<file path="src/rtl/timer0_pkg.sv">
// Shared definitions for timer0: register offsets, CTRL bit positions and default widths.
package timer0_pkg;

  localparam int unsigned TIMER0_DATA_WIDTH     = 32;
  localparam int unsigned TIMER0_ADDR_WIDTH     = 4;
  localparam int unsigned TIMER0_INT_BUS_WIDTH  = 1;
  localparam int unsigned TIMER0_PRESCALE_WIDTH = 8;

  localparam int unsigned CTRL_OFFSET     = 32'h0;
  localparam int unsigned COUNT_OFFSET    = 32'h4;
  localparam int unsigned CMP_OFFSET      = 32'h8;
  localparam int unsigned PRESCALE_OFFSET = 32'hC;

  localparam int unsigned CTRL_EN_BIT   = 0;
  localparam int unsigned CTRL_IE_BIT   = 1;
  localparam int unsigned CTRL_PEND_BIT = 2;
  localparam int unsigned CTRL_AR_BIT   = 3;

endpackage

</file>
<file path="src/rtl/timer0_prescaler.sv">
// Tick divider for timer0: pulses TickOut once every (PrescaleIn+1) enabled cycles.
// Only built when TIMER0_PRESCALER_EN is defined.
`ifdef TIMER0_PRESCALER_EN
module timer0_prescaler
  import timer0_pkg::*;
#(
  parameter int unsigned WIDTH = TIMER0_PRESCALE_WIDTH
) (
  input  logic             Clk,
  input  logic             Rst,
  input  logic             EnIn,
  input  logic             RestartIn,
  input  logic [WIDTH-1:0] PrescaleIn,
  output logic             TickOut
);

  logic [WIDTH-1:0] cnt;

  // >= so that lowering PRESCALE mid-count never forces a full wrap of cnt
  assign TickOut = EnIn && (cnt >= PrescaleIn);

  always_ff @(posedge Clk) begin
    if (Rst || RestartIn) begin
      cnt <= '0;
    end else if (TickOut) begin
      cnt <= '0;
    end else if (EnIn) begin
      cnt <= cnt + WIDTH'(1);
    end
  end

endmodule
`endif

</file>
<file path="src/rtl/timer0.sv">
// timer0: compare/match timer with one-shot or auto-reload, W1C pending flag and level IRQ.
// Define TIMER0_PRESCALER_EN to add the 8-bit PRESCALE register and tick divider.
module timer0
  import timer0_pkg::*;
#(
  parameter int unsigned DATA_WIDTH = TIMER0_DATA_WIDTH,
  parameter int unsigned ADDR_WIDTH = TIMER0_ADDR_WIDTH
) (
  input  logic                            Clk,
  input  logic                            Rst,
  input  logic                            WriteEnIn,
  input  logic                            ReadEnIn,
  input  logic [ADDR_WIDTH-1:0]           AddrIn,
  input  logic [DATA_WIDTH-1:0]           WriteDataIn,
  output logic [DATA_WIDTH-1:0]           ReadDataOut,
  output logic [TIMER0_INT_BUS_WIDTH-1:0] Timer0IntOut
);

  localparam logic [ADDR_WIDTH-1:0] OffCtrl     = ADDR_WIDTH'(CTRL_OFFSET);
  localparam logic [ADDR_WIDTH-1:0] OffCount    = ADDR_WIDTH'(COUNT_OFFSET);
  localparam logic [ADDR_WIDTH-1:0] OffCmp      = ADDR_WIDTH'(CMP_OFFSET);
  localparam logic [ADDR_WIDTH-1:0] OffPrescale = ADDR_WIDTH'(PRESCALE_OFFSET);

  logic                  ctrlEn, ctrlIe, ctrlPend, ctrlAr;
  logic [DATA_WIDTH-1:0] count, cmp;
  logic [DATA_WIDTH-1:0] readMux;
  logic                  ctrlWrite, countWrite, cmpWrite;
  logic                  tick, match;

  assign ctrlWrite  = WriteEnIn && (AddrIn == OffCtrl);
  assign countWrite = WriteEnIn && (AddrIn == OffCount);
  assign cmpWrite   = WriteEnIn && (AddrIn == OffCmp);
  assign match      = tick && (count == cmp);

`ifdef TIMER0_PRESCALER_EN
  logic [TIMER0_PRESCALE_WIDTH-1:0] prescale;
  logic                             prescaleWrite, restart;

  assign prescaleWrite = WriteEnIn && (AddrIn == OffPrescale);
  // Only a 0->1 transition of EN realigns the divider; rewriting EN=1 keeps phase
  assign restart = ctrlWrite && WriteDataIn[CTRL_EN_BIT] && !ctrlEn;

  always_ff @(posedge Clk) begin
    if (Rst) begin
      prescale <= '0;
    end else if (prescaleWrite) begin
      prescale <= WriteDataIn[TIMER0_PRESCALE_WIDTH-1:0];
    end
  end

  timer0_prescaler #(
    .WIDTH(TIMER0_PRESCALE_WIDTH)
  ) uPrescaler (
    .Clk       (Clk),
    .Rst       (Rst),
    .EnIn      (ctrlEn),
    .RestartIn (restart),
    .PrescaleIn(prescale),
    .TickOut   (tick)
  );
`else
  assign tick = ctrlEn;
`endif

  always_comb begin
    readMux = '0;
    if (AddrIn == OffCtrl) begin
      readMux = DATA_WIDTH'({ctrlAr, ctrlPend, ctrlIe, ctrlEn});
    end else if (AddrIn == OffCount) begin
      readMux = count;
    end else if (AddrIn == OffCmp) begin
      readMux = cmp;
`ifdef TIMER0_PRESCALER_EN
    end else if (AddrIn == OffPrescale) begin
      readMux = DATA_WIDTH'(prescale);
`endif
    end
  end

  always_ff @(posedge Clk) begin
    if (Rst) begin
      ctrlEn       <= 1'b0;
      ctrlIe       <= 1'b0;
      ctrlPend     <= 1'b0;
      ctrlAr       <= 1'b0;
      count        <= '0;
      cmp          <= '1;
      ReadDataOut  <= '0;
      Timer0IntOut <= '0;
    end else begin
      // A software EN write overrides the one-shot self-disable
      if (ctrlWrite) begin
        ctrlEn <= WriteDataIn[CTRL_EN_BIT];
        ctrlIe <= WriteDataIn[CTRL_IE_BIT];
        ctrlAr <= WriteDataIn[CTRL_AR_BIT];
      end else if (match && !ctrlAr) begin
        ctrlEn <= 1'b0;
      end

      // A fresh match beats a simultaneous write-1-to-clear
      if (match) begin
        ctrlPend <= 1'b1;
      end else if (ctrlWrite && WriteDataIn[CTRL_PEND_BIT]) begin
        ctrlPend <= 1'b0;
      end

      if (countWrite) begin
        count <= WriteDataIn;
      end else if (match) begin
        if (ctrlAr) begin
          count <= '0;
        end
      end else if (tick) begin
        count <= count + DATA_WIDTH'(1);
      end

      if (cmpWrite) begin
        cmp <= WriteDataIn;
      end

      if (ReadEnIn) begin
        ReadDataOut <= readMux;
      end

      Timer0IntOut <= ctrlPend & ctrlIe;
    end
  end

endmodule

</file>
<file path="config.mk">
export PLATFORM = sky130hd
export DESIGN_NAME = timer0
export DESIGN_NICKNAME = d
export VERILOG_FILES = /design/src/rtl/timer0_pkg.sv /design/src/rtl/timer0_prescaler.sv /design/src/rtl/timer0.sv
export SDC_FILE = /design/constraint.sdc
export NUM_CORES = 1
export LEC_CHECK = 0
export BUFFER_PORTS_ARGS = -buffer_cell sky130_fd_sc_hd__buf_2
export CAP_MARGIN = 10
export CORE_MARGIN = 1
export CORE_UTILIZATION = 43
export DETAILED_ROUTE_END_ITERATION = 8
export PLACE_DENSITY = 0.73
export SLEW_MARGIN = 0
export SYNTH_ARGS = -nofsm -noshare
export SYNTH_HDL_FRONTEND = slang
export SYNTH_SLANG_ARGS = --single-unit
</file>
<file path="constraint.sdc">
create_clock -name Clk -period 3.9 [get_ports Clk]
set_input_delay 0.195 -clock Clk [delete_from_list [all_inputs] [get_ports Clk]]
set_output_delay 0.195 -clock Clk [all_outputs]
set_load 0.02 [all_outputs]
</file>
==> summary.md, run 1 <==
| Metric | Value |
|---|---|
| Area share of the largest cell type after synthesis | 0.380 |
| Die W | 113 um |
| Antenna violation net count after detailed routing | 0 |
| Setup total negative slack | 0 ps |
| Die Span Y | 113 um |
| Vias | 5132 |
| Site Rows | 40 |
| Unrepaired setup endpoints after global routing | no |
| R2R Setup Slk | 1130 ps |
| Routed WL | 15700 um |
| Max_cap viols | 0 |
| Synth area leader | dfxtp_1 |
| Clk sinks | 101 |
| Final count of negative-setup-slack endpoints | 0 |
| Vias in the first global route | 4908 |
| Max-slew violations | 0 |
| CTS tree | yes |
| Area grow syn2layout | 12.9% |
| Post-Syn Area per Cell | 7.98 sq um |
| Total congestion overflow | 0 |
| H-Tree Level Count | 3 |
| CP required | 4170 ps |
| Fill count | 1180 |
| Leakage | 2.32 nW |
| Cell variety after synth | 53 |
| Starting Density | 0.443 |
| Status | completed |
| Hold WC Path Type | input port to flop |
| Seq/Total Area, Yosys | 0.380 |
| Net Count, Synth | 708 |
| CP endpoint kind | flop |
| Pre-antenna DRT Iters | 5 |
| Via density | 6.03 |
| Ranking of synthesized cells by area | dfxtp_1 38%, nand2_1 7.3%, a22oi_1 6.1%, xor2_1 5.6%, nor2_1 5.5% |
| First-pass GRT wire length | 25500 um |
| I/O Pins | 73 |
| Drt initial violations | 397 |
| Slew HR | 0.180 |
| Slew @ Worst Pin | 1230 ps |
| All-Layer GR Usage | 0.253 |
| Cell count after synthesis | 667 |
| Synth warn | 0 |
| Avg WL per Cell | 18.4 um |
| Fin. Hold Viols | 0 |
| Achievable Freq | 0.361 GHz |
| Clock slew at reported path FFs | 70 ps |
| DRC Markers | 0 |
| Hold Path Origin | WriteDataIn[7] |
| Cell depth of the worst flop-to-flop path | 6 |
| Initial antenna violation count | 0 |
| Setup CP Type | flop to flop |
| Worst EP arrival | 3040 ps |
| Worst skew pair latency | 360 ps |
| Antenna Cells | 0 |
| Critical path startpoint category | flop |
| R2r startpoint | count[8] |
| Predominant post-synthesis flop cell | dfxtp_1 |
| Detailed Place HPWL | 10600 um |
| Post-synth EDFFs | 0 |
| Clock skew | 6.32 ps |
| Nets | 740 |
| Hold depth | 3 |
| Layout cells sized above 1 | 0.152 |
| Fin util | 0.500 |
| Core ar. | 0.0120 sq mm |
| Async SR Flop Fraction | 0 |
| Largest net degree at the start of global routing | 55 |
| Worst-path fanout max | 23 |
| Fin crit share | 0.710 |
| Worst R2R End | count[3] |
| Final min period | 2770 ps |
| Clock root buffer master | clkbuf_16 |
| DIE AREA | 0.0128 sq mm |
| Peak VDD IR | 262 uV |
| Cts bufs inserted | 9 |
| Postcts setup bufs | 0 |
| PwrDens | 381 mW/mm^2 |
| Hold-fix buffers, CTS | 0 |
| Post_cts resized | 0 |
| Area of the mapped netlist | 0.00532 sq mm |
| Endpoint, Worst Hold | cmp[7] |
| Synth Register Bits | 101 |
| RePlAce Congestion | 0.867 |
| I/O Buffers | 72 |
| CTS Buffer Depth | 2 |
critical path: stages, from the launching register on:
cell and delay [ps]:
dfxtp_1 490, xor2_1 290, nor4_1 120, and4_1 310, a21oi_2 990, a221oi_1 180
a211oi_1 290
stage by stage:
stage	cell area, sq um	setup WS (ps)	hold WS (ps)	instances	total power, W
2_1_floorplan	5320	1970	316	667	0.00124
5_1_grt	6000	966	71.9	851	0.00238
6_report	6000	1130	70.3	851	0.00229
3_3_place_gp	5650	1210	426	834	0.00131
4_1_cts	5980	1210	72.5	850	0.00229
3_5_place_dp	5650	1120	433	834	0.00131
kinds of logic (layout without fill, tap and decap cells):
kind of cell	Yosys count	count (layout)	synth area share
DFF	101	101	0.380
and+or+nand+nor	302	302	0.290
xor gates and xnor gates	47	47	0.0774
AOI/OAI and AO/OA	151	151	0.192
adders and majority gates	1	1	0.00235
muxes	3	3	0.00611
buffers and inverters	62	99	0.0515
layout by cell type (no fill, tap or decap), types with 7 or more instances in the layout:
master       n
o21ai_0      7
nor4_1      10
nand2_1    104
and4_1       7
nor3_1       7
a22oi_1     43
a21oi_1     53
dfxtp_1    101
clkbuf_16    9
xor2_1      34
nand4_1     12
buf_2       72
xnor2_1     13
nand3_1     20
nand3b_1    33
a31oi_1     11
o211ai_1     8
nand2b_1     8
nor2_1      78
how the worst max path moves through the flow:
stage,from,to,slack (ps),depth (start not counted)
floorplan,count[0],count[28],1970,7
global placement,AddrIn[3],count[3],1210,7
detailed placement,AddrIn[1],cmp[19],1120,7
CTS,count[8],count[3],1210,6
global route,count[8],count[28],970,6
finish,count[8],count[3],1130,6
layout make-up:
| type | instances | area [sq um] | share of cell area |
|---|---|---|---|
| multi-input cells | 504 | 3020 | 0.504 |
| repair buffers | 79 | 433 | 0.0721 |
| flip-flops and latches | 101 | 2020 | 0.337 |
| clock inverters | 4 | 70.1 | 0.0117 |
| well taps | 147 | 184 | 0.0306 |
| clock buffers | 12 | 256 | 0.0427 |
| inverters | 4 | 15.0 | 0.00250 |
per-layer routing:
metal	share of wire	GRT usage	up-vias
li1	-	-	2429
met5	0	0	-
met3	0.075	0.0568	26
met4	0.017	0.0877	0
met1	0.44	0.327	2450
met2	0.47	0.416	227
synth_stat cells (11+ instances only):
cell / number
buf_2: 22
a22oi_1: 43
clkbuf_1: 30
a21oi_1: 53
nand4_1: 12
a31oi_1: 11
dfxtp_1: 101
xnor2_1: 13
nand2_1: 104
nor2_1: 78
nand3_1: 20
nand3b_1: 33
xor2_1: 34
state kept, by name (all words and copies together) (netlist names):
name	count
count	32
ctrlIe	1
ReadDataOut	32
cmp	32
ctrlPend	1
ctrlAr	1
Timer0IntOut	1
ctrlEn	1
where the power goes:
part | internal [W] | switching (W)
Sequential | 0.00106 | 0.0000419
Combinational | 0.0000754 | 0.000118
Clock | 0.000596 | 0.000397
Total | 0.00173 | 0.000557
Power figures use the tool's default switching activity.
==> run 2: changes to the inputs <==
- PLACE_DENSITY: 0.73 -> 0.75
- clock period: 3.9 -> 2.36 ns (I/O delays scaled with it)
==> run 2 against run 1 <==
Sequential cell count did not move. Hold slack worse by 67 ps. Largest cell class unchanged. Highest routed layer unchanged. Critical path type unchanged. Via count is 4.5% higher. Largest power group is now clock.
==> summary.md, run 2 (synthesis results as in run 1) <==
| Metric | Value |
|---|---|
| Status | completed (unchanged) |
| Fin crit share | 0.948 (was 0.710) |
| Starting Density | 0.443 (unchanged) |
| Clk sinks | 101 (unchanged) |
| All-Layer GR Usage | 0.267 (was 0.253) |
| Initial antenna violation count | 0 (unchanged) |
| Worst-path fanout max | 9 (was 23) |
| Postcts setup bufs | 0 (unchanged) |
| Largest regs | ReadDataOut x32, cmp x32, count x32 (unchanged) |
| Cts bufs inserted | 9 (unchanged) |
| Worst setup path end | count[28] (was count[3]) |
| Nets | 780 (was 740) |
| Crit. Startpoint | count[19] (was count[8]) |
| Commonest non-fill, non-tap cell in the layout | nand2_1 (unchanged) |
| Antenna Cells | 0 (unchanged) |
| Critical path startpoint category | flop (unchanged) |
| Final min period | 2240 ps (was 2770 ps) |
| Multi-input logic area | 0.00305 sq mm (was 0.00302 sq mm) |
| PwrDens | 642 mW/mm^2 (was 381 mW/mm^2) |
| Net Sw Power | 0.000939 W (was 0.000557 W) |
| Max-slew violations | 0 (unchanged) |
| CP required | 2620 ps (was 4170 ps) |
| Setup total negative slack | 0 ps (unchanged) |
| RePlAce Congestion | 0.936 (was 0.867) |
| Achievable Freq | 0.447 GHz (was 0.361 GHz) |
| Via density | 6.02 (was 6.03) |
| Clk pwr share | 0.472 (was 0.434) |
| Drt initial violations | 468 (was 397) |
| R2R Setup Slk | 120 ps (was 1130 ps) |
| Core ar. | 0.0120 sq mm (unchanged) |
| Layout cells sized above 1 | 0.195 (was 0.152) |
| Hold WC Path Type | input port to flop (unchanged) |
| Die Span Y | 113 um (unchanged) |
| Max_cap viols | 0 (unchanged) |
| DRC Markers | 0 (unchanged) |
| Clock root buffer master | clkbuf_16 (unchanged) |
| Site Rows | 40 (unchanged) |
| Routed WL | 16300 um (was 15700 um) |
| Antenna violation net count after detailed routing | 0 (unchanged) |
| DIE AREA | 0.0128 sq mm (unchanged) |
| CTS Buffer Depth | 2 (unchanged) |
| CP endpoint kind | flop (unchanged) |
| Largest net degree at the start of global routing | 52 (was 55) |
| Slew @ Worst Pin | 721 ps (was 1230 ps) |
| Peak VDD IR | 298 uV (was 262 uV) |
| Cell depth of the worst flop-to-flop path | 7 (was 6) |
| Area after DPL | 0.00592 sq mm (was 0.00565 sq mm) |
| Most frequent cells in the layout | 104 x nand2_1, 101 x dfxtp_1, 78 x nor2_1 (unchanged) |
| Unrepaired setup endpoints after global routing | no (unchanged) |
| R2r startpoint | count[19] (was count[8]) |
| Clock skew | 6.33 ps (was 6.32 ps) |
| Seq pwr share | 0.437 (was 0.481) |
| Vias in the first global route | 5184 (was 4908) |
| I/O Pins | 73 (unchanged) |
| Fill count | 1137 (was 1180) |
| Total congestion overflow | 0 (unchanged) |
| Internal power | 0.00318 W (was 0.00173 W) |
| Avg WL per Cell | 18.2 um (was 18.4 um) |
| Vias | 5362 (was 5132) |
| Comb pwr share | 0.090 (was 0.085) |
| CTS tree | yes (unchanged) |
| Setup CP Type | flop to flop (unchanged) |
| Die W | 113 um (unchanged) |
| Detailed Place HPWL | 11300 um (was 10600 um) |
| Register area | 0.00202 sq mm (unchanged) |
| Slew HR | 0.515 (was 0.180) |
| Fin. Hold Viols | 0 (unchanged) |
| I/O Buffers | 72 (unchanged) |
| Switching fraction of total power | 0.228 (was 0.244) |
| Clock slew at reported path FFs | 70 ps (about the same) |
| First-pass GRT wire length | 26700 um (was 25500 um) |
| H-Tree Level Count | 3 (unchanged) |
| Pre-antenna DRT Iters | 7 (was 5) |
| Leakage | 2.54 nW (was 2.32 nW) |
| Final instance area | 0.00642 sq mm (was 0.00600 sq mm) |
| Worst skew pair latency | 350 ps (was 360 ps) |
| Area grow syn2layout | 20.7% (was 12.9%) |
| Final count of negative-setup-slack endpoints | 0 (unchanged) |
| Worst R2R End | count[28] (was count[3]) |
| Worst EP arrival | 2490 ps (was 3040 ps) |
## run 2: metal layers
metal,wire [um],part of all wire,GRT usage
met5,0,0,0
met4,725,0.045,0.154
met3,1160,0.071,0.0439
met2,7620,0.47,0.434
met1,6750,0.42,0.334
## run 2: how the worst min path moves through the flow
| stage | start | slack [ps] | depth (start not counted) | end |
|---|---|---|---|---|
| 6_report | WriteDataIn[7] | 3 | 3 | cmp[7] |
| 3_3_place_gp | WriteDataIn[7] | 350 | 3 | cmp[7] |
| 4_1_cts | WriteDataIn[4] | 0.8 | 3 | cmp[4] |
| 3_5_place_dp | WriteDataIn[29] | 360 | 3 | cmp[29] |
| 2_1_floorplan | WriteDataIn[1] | 240 | 2 | cmp[1] |
| 5_1_grt | WriteDataIn[27] | 9 | 3 | cmp[27] |
## run 2: final cells by class
type	count	area share
inverters	4	0.00234
flip-flops and latches	101	0.315
clock inverters	6	0.0246
repair buffers	119	0.118
well taps	147	0.0286
clock buffers	10	0.0372
multi-input cells	504	0.474
## run 2: critical path, stage by stage (launching register included)
cell	delay, ps
dfxtp_1	500
xor2_1	200
nor4_1	330
and4_2	410
a31o_2	230
buf_4	150
a21oi_1	50
a311oi_1	280
## run 2: repair_timing
item	4_1_cts	5_1_grt
hold endpoints to repair	8	0
resized for setup	0	5
setup endpoints to repair	0	29
hold buffers	8	0
## run 2: power groups by stage
stage	Clock [W]	Combinational, W	Sequential, W
2_1_floorplan	0	0.000216	0.00183
3_3_place_gp	0	0.000347	0.00184
3_5_place_dp	0	0.000353	0.00184
4_1_cts	0.00197	0.000366	0.00180
5_1_grt	0.00204	0.000406	0.00181
6_report	0.00195	0.000373	0.00180
## run 2: per-stage QoR
stage	util	hold slack (ps)	cells	total power, W	setup WS, ps
final	0.535	2.84	891	0.00412	124
after floorplan	-	239	667	0.00205	434
after global routing	0.535	8.91	891	0.00425	0.789
after CTS	0.533	0.840	891	0.00413	101
after detailed placement	0.493	356	867	0.00219	123
after global placement	0.493	347	867	0.00218	82.4
==> run 3: changes to the inputs <==
- ABC_AREA: default -> 1
==> run 3 against run 2 <==
Clock skew shrank 1.4 ps. Combinational power decreased by 24%. Via count up 11%. Non-clock buffer count is 15 lower. First-iteration DRC count increased by 5.3%. Sequential share of layout area fell by 1.0 points. Utilization fell by 1.7 points. Die area is 7.9% higher. Wire length grew 6.7%. Global-route usage shrank 0.83 points. Hold slack better by 0.60 ps. Area after synthesis increased by 8.0%. Critical path type unchanged. Largest cell class unchanged. Highest routed layer unchanged.
==> summary.md, run 3 <==
| Metric | Value |
|---|---|
| Status | completed (unchanged) |
| Setup total negative slack | 0 ps (unchanged) |
| Most frequent cells in the layout | 331 x nand2_1, 101 x dfxtp_1, 76 x inv_1, 76 x nand3_1, 72 x buf_2 (was 104 x nand2_1, 101 x dfxtp_1, 78 x nor2_1) |
| Achievable Freq | 0.484 GHz (was 0.447 GHz) |
| Nets | 1016 (was 780) |
| Fin util | 0.518 (was 0.535) |
| Seq pwr share | 0.508 (was 0.437) |
| Cell variety after synth | 25 (was 53) |
| Clock skew | 4.91 ps (was 6.33 ps) |
| Post-synth top cells | 331 x nand2_1, 101 x dfxtp_1, 76 x inv_1, 76 x nand3_1, 70 x nor2_1 (was 104 x nand2_1, 101 x dfxtp_1, 78 x nor2_1) |
| Pre-antenna DRT Iters | 5 (was 7) |
| Drt initial violations | 493 (was 468) |
| Clock slew at reported path FFs | 60 ps (was 70 ps) |
| I/O Buffers | 72 (unchanged) |
| Pwr Total | 0.00346 W (was 0.00412 W) |
| Fin crit share | 0.876 (was 0.948) |
| Comb pwr share | 0.082 (was 0.090) |
| CP required | 2650 ps (was 2620 ps) |
| Setup CP Type | flop to flop (unchanged) |
| Hold WS | 3.44 ps (was 2.84 ps) |
| Final min period | 2070 ps (was 2240 ps) |
| Slew HR | 0.609 (was 0.515) |
| CTS Buffer Depth | 2 (unchanged) |
| Crit. Startpoint | count[0] (was count[19]) |
| Vias | 5955 (was 5362) |
| Die W | 118 um (was 113 um) |
| Core ar. | 0.0128 sq mm (was 0.0120 sq mm) |
| Starting Density | 0.448 (was 0.443) |
| Synth Register Bits | 101 (unchanged) |
| Area share of the largest cell type after synthesis | 0.352 (was 0.380) |
| Area of the mapped netlist | 0.00575 sq mm (was 0.00532 sq mm) |
| DRC Markers | 0 (unchanged) |
| Internal power | 0.00262 W (was 0.00318 W) |
| Async SR Flop Fraction | 0 (unchanged) |
| Routed WL | 17300 um (was 16300 um) |
| Site Rows | 41 (was 40) |
| Leakage | 2.93 nW (was 2.54 nW) |
| Total congestion overflow | 0 (unchanged) |
| Seq/Total Area, Yosys | 0.352 (was 0.380) |
| Hold Path Origin | WriteDataIn[20] (was WriteDataIn[7]) |
| Worst-path fanout max | 5 (was 9) |
| Worst skew pair latency | 350 ps (about the same) |
| Post-Syn Area per Cell | 6.28 sq um (was 7.98 sq um) |
| Post-route insts no fill | 1149 (was 891) |
| Area grow syn2layout | 15.5% (was 20.7%) |
| Post_cts resized | 0 (unchanged) |
| Clock root buffer master | clkbuf_16 (unchanged) |
| All-Layer GR Usage | 0.258 (was 0.267) |
| Top-count cell post-synth | nand2_1 (unchanged) |
| Post-synth EDFFs | 0 (unchanged) |
| Initial antenna violation count | 0 (unchanged) |
| Peak VDD IR | 355 uV (was 298 uV) |
| Hold WC Path Type | input port to flop (unchanged) |
| Critical path startpoint category | flop (unchanged) |
| Slew @ Worst Pin | 586 ps (was 721 ps) |
| Unrepaired setup endpoints after global routing | no (unchanged) |
| R2r startpoint | count[0] (was count[19]) |
| PwrDens | 521 mW/mm^2 (was 642 mW/mm^2) |
| Antenna Cells | 0 (unchanged) |
| Predominant post-synthesis flop cell | dfxtp_1 (unchanged) |
| Worst EP arrival | 2350 ps (was 2490 ps) |
| Postcts setup bufs | 0 (unchanged) |
| Max_cap viols | 0 (unchanged) |
| I/O Pins | 73 (unchanged) |
| Layout cells sized above 1 | 0.112 (was 0.195) |
| Net Count, Synth | 957 (was 708) |
| Max-slew violations | 0 (unchanged) |
| RePlAce Congestion | 0.981 (was 0.936) |
| First-pass GRT wire length | 28400 um (was 26700 um) |
| Largest regs | ReadDataOut x32, cmp x32, count x32 (unchanged) |
| Largest net degree at the start of global routing | 62 (was 52) |
| Antenna violation net count after detailed routing | 0 (unchanged) |
| Fin. Hold Viols | 0 (unchanged) |
| Cts bufs inserted | 9 (unchanged) |
| Final count of negative-setup-slack endpoints | 0 (unchanged) |
| H-Tree Level Count | 3 (unchanged) |
| Vias in the first global route | 5688 (was 5184) |
| Via density | 5.18 (was 6.02) |
| CP endpoint kind | flop (unchanged) |
| Commonest non-fill, non-tap cell in the layout | nand2_1 (unchanged) |
| Net Sw Power | 0.000838 W (was 0.000939 W) |
| Ranking of synthesized cells by area | dfxtp_1 35%, nand2_1 22%, nand3_1 6.6%, a21oi_1 6.0%, inv_1 5.0% (was dfxtp_1 38%, nand2_1 7.3%, a22oi_1 6.1%, xor2_1 5.6%, nor2_1 5.5%) |
| Avg WL per Cell | 15.1 um (was 18.2 um) |
| Switching fraction of total power | 0.242 (was 0.228) |
| Cell count after synthesis | 916 (was 667) |
| Die Span Y | 118 um (was 113 um) |
| Detailed Place HPWL | 12200 um (was 11300 um) |
| Clk sinks | 101 (unchanged) |
| Clk pwr share | 0.410 (was 0.472) |
| Synth area leader | dfxtp_1 (unchanged) |
| CTS tree | yes (unchanged) |
| Placed cells | 1121 (was 867) |
| DIE AREA | 0.0138 sq mm (was 0.0128 sq mm) |
| Synth warn | 0 (unchanged) |
[run 3: through the flow]
stage / instance area, sq um / worst slack (ps)
after global routing: 6640 / 30.2
after CTS: 6640 / 313
after detailed placement: 6210 / 331
after global placement: 6210 / 327
final: 6640 / 292
after floorplan: 5750 / 709
[run 3: final cells by class]
class                   count  area (sq um)
repair buffers            104           663
clock inverters             1          7.51
clock buffers              12           267
fillers                  1376          6190
well taps                 172           215
inverters                  82           308
multi-input cells         677          3160
flip-flops and latches    101          2020
[run 3: repair_timing]
action / 4_1_cts / 5_1_grt
endpoints found under the setup margin: 0 / 0
hold buffers: 15 / 0
hold endpoints to repair: 15 / 0
[run 3: kinds of logic (layout without fill, tap and decap cells)]
group,count (synthesis),after routing,share of synthesized area
xor gates and xnor gates,35,35,0.0533
DFF,101,101,0.352
and+or+nand+nor,487,487,0.339
adders and majority gates,1,1,0.00218
buffers and inverters,138,199,0.0990
AOI/OAI and AO/OA,154,154,0.155
[run 3: final timing paths]
check        depth (start not counted)           end  slack [ps]
max                                 12     count[18]         290
min                                  3       cmp[20]           3
max reg2reg                         12     count[18]         290
min reg2reg                          2  Timer0IntOut         460
[run 3: power groups by stage]
stage | logic [W] | registers [W] | clock network (W)
5_1_grt | 0.000312 | 0.00176 | 0.00152
6_report | 0.000284 | 0.00176 | 0.00142
3_5_place_dp | 0.000262 | 0.00180 | 0
3_3_place_gp | 0.000261 | 0.00180 | 0
4_1_cts | 0.000283 | 0.00176 | 0.00144
2_1_floorplan | 0.000144 | 0.00181 | 0
[run 3: layer usage]
metal,track usage,share of wire,vias to the layer above
met5,0,0,-
met4,0.103,0.025,0
met3,0.0654,0.071,25
met2,0.411,0.45,193
met1,0.332,0.46,2690
li1,-,-,3047
[run 3: critical path, stage by stage, from the launching register on]
cell and delay [ps]:
dfxtp_1 430, ha_1 270, nand2_1 90, nor2_1 140
nand2_1 150, inv_1 200, nand2_1 120, nor2_1 130
xor2_1 170, nand3_1 90, nand2_1 70, nand2_1 40
a21oi_1 110
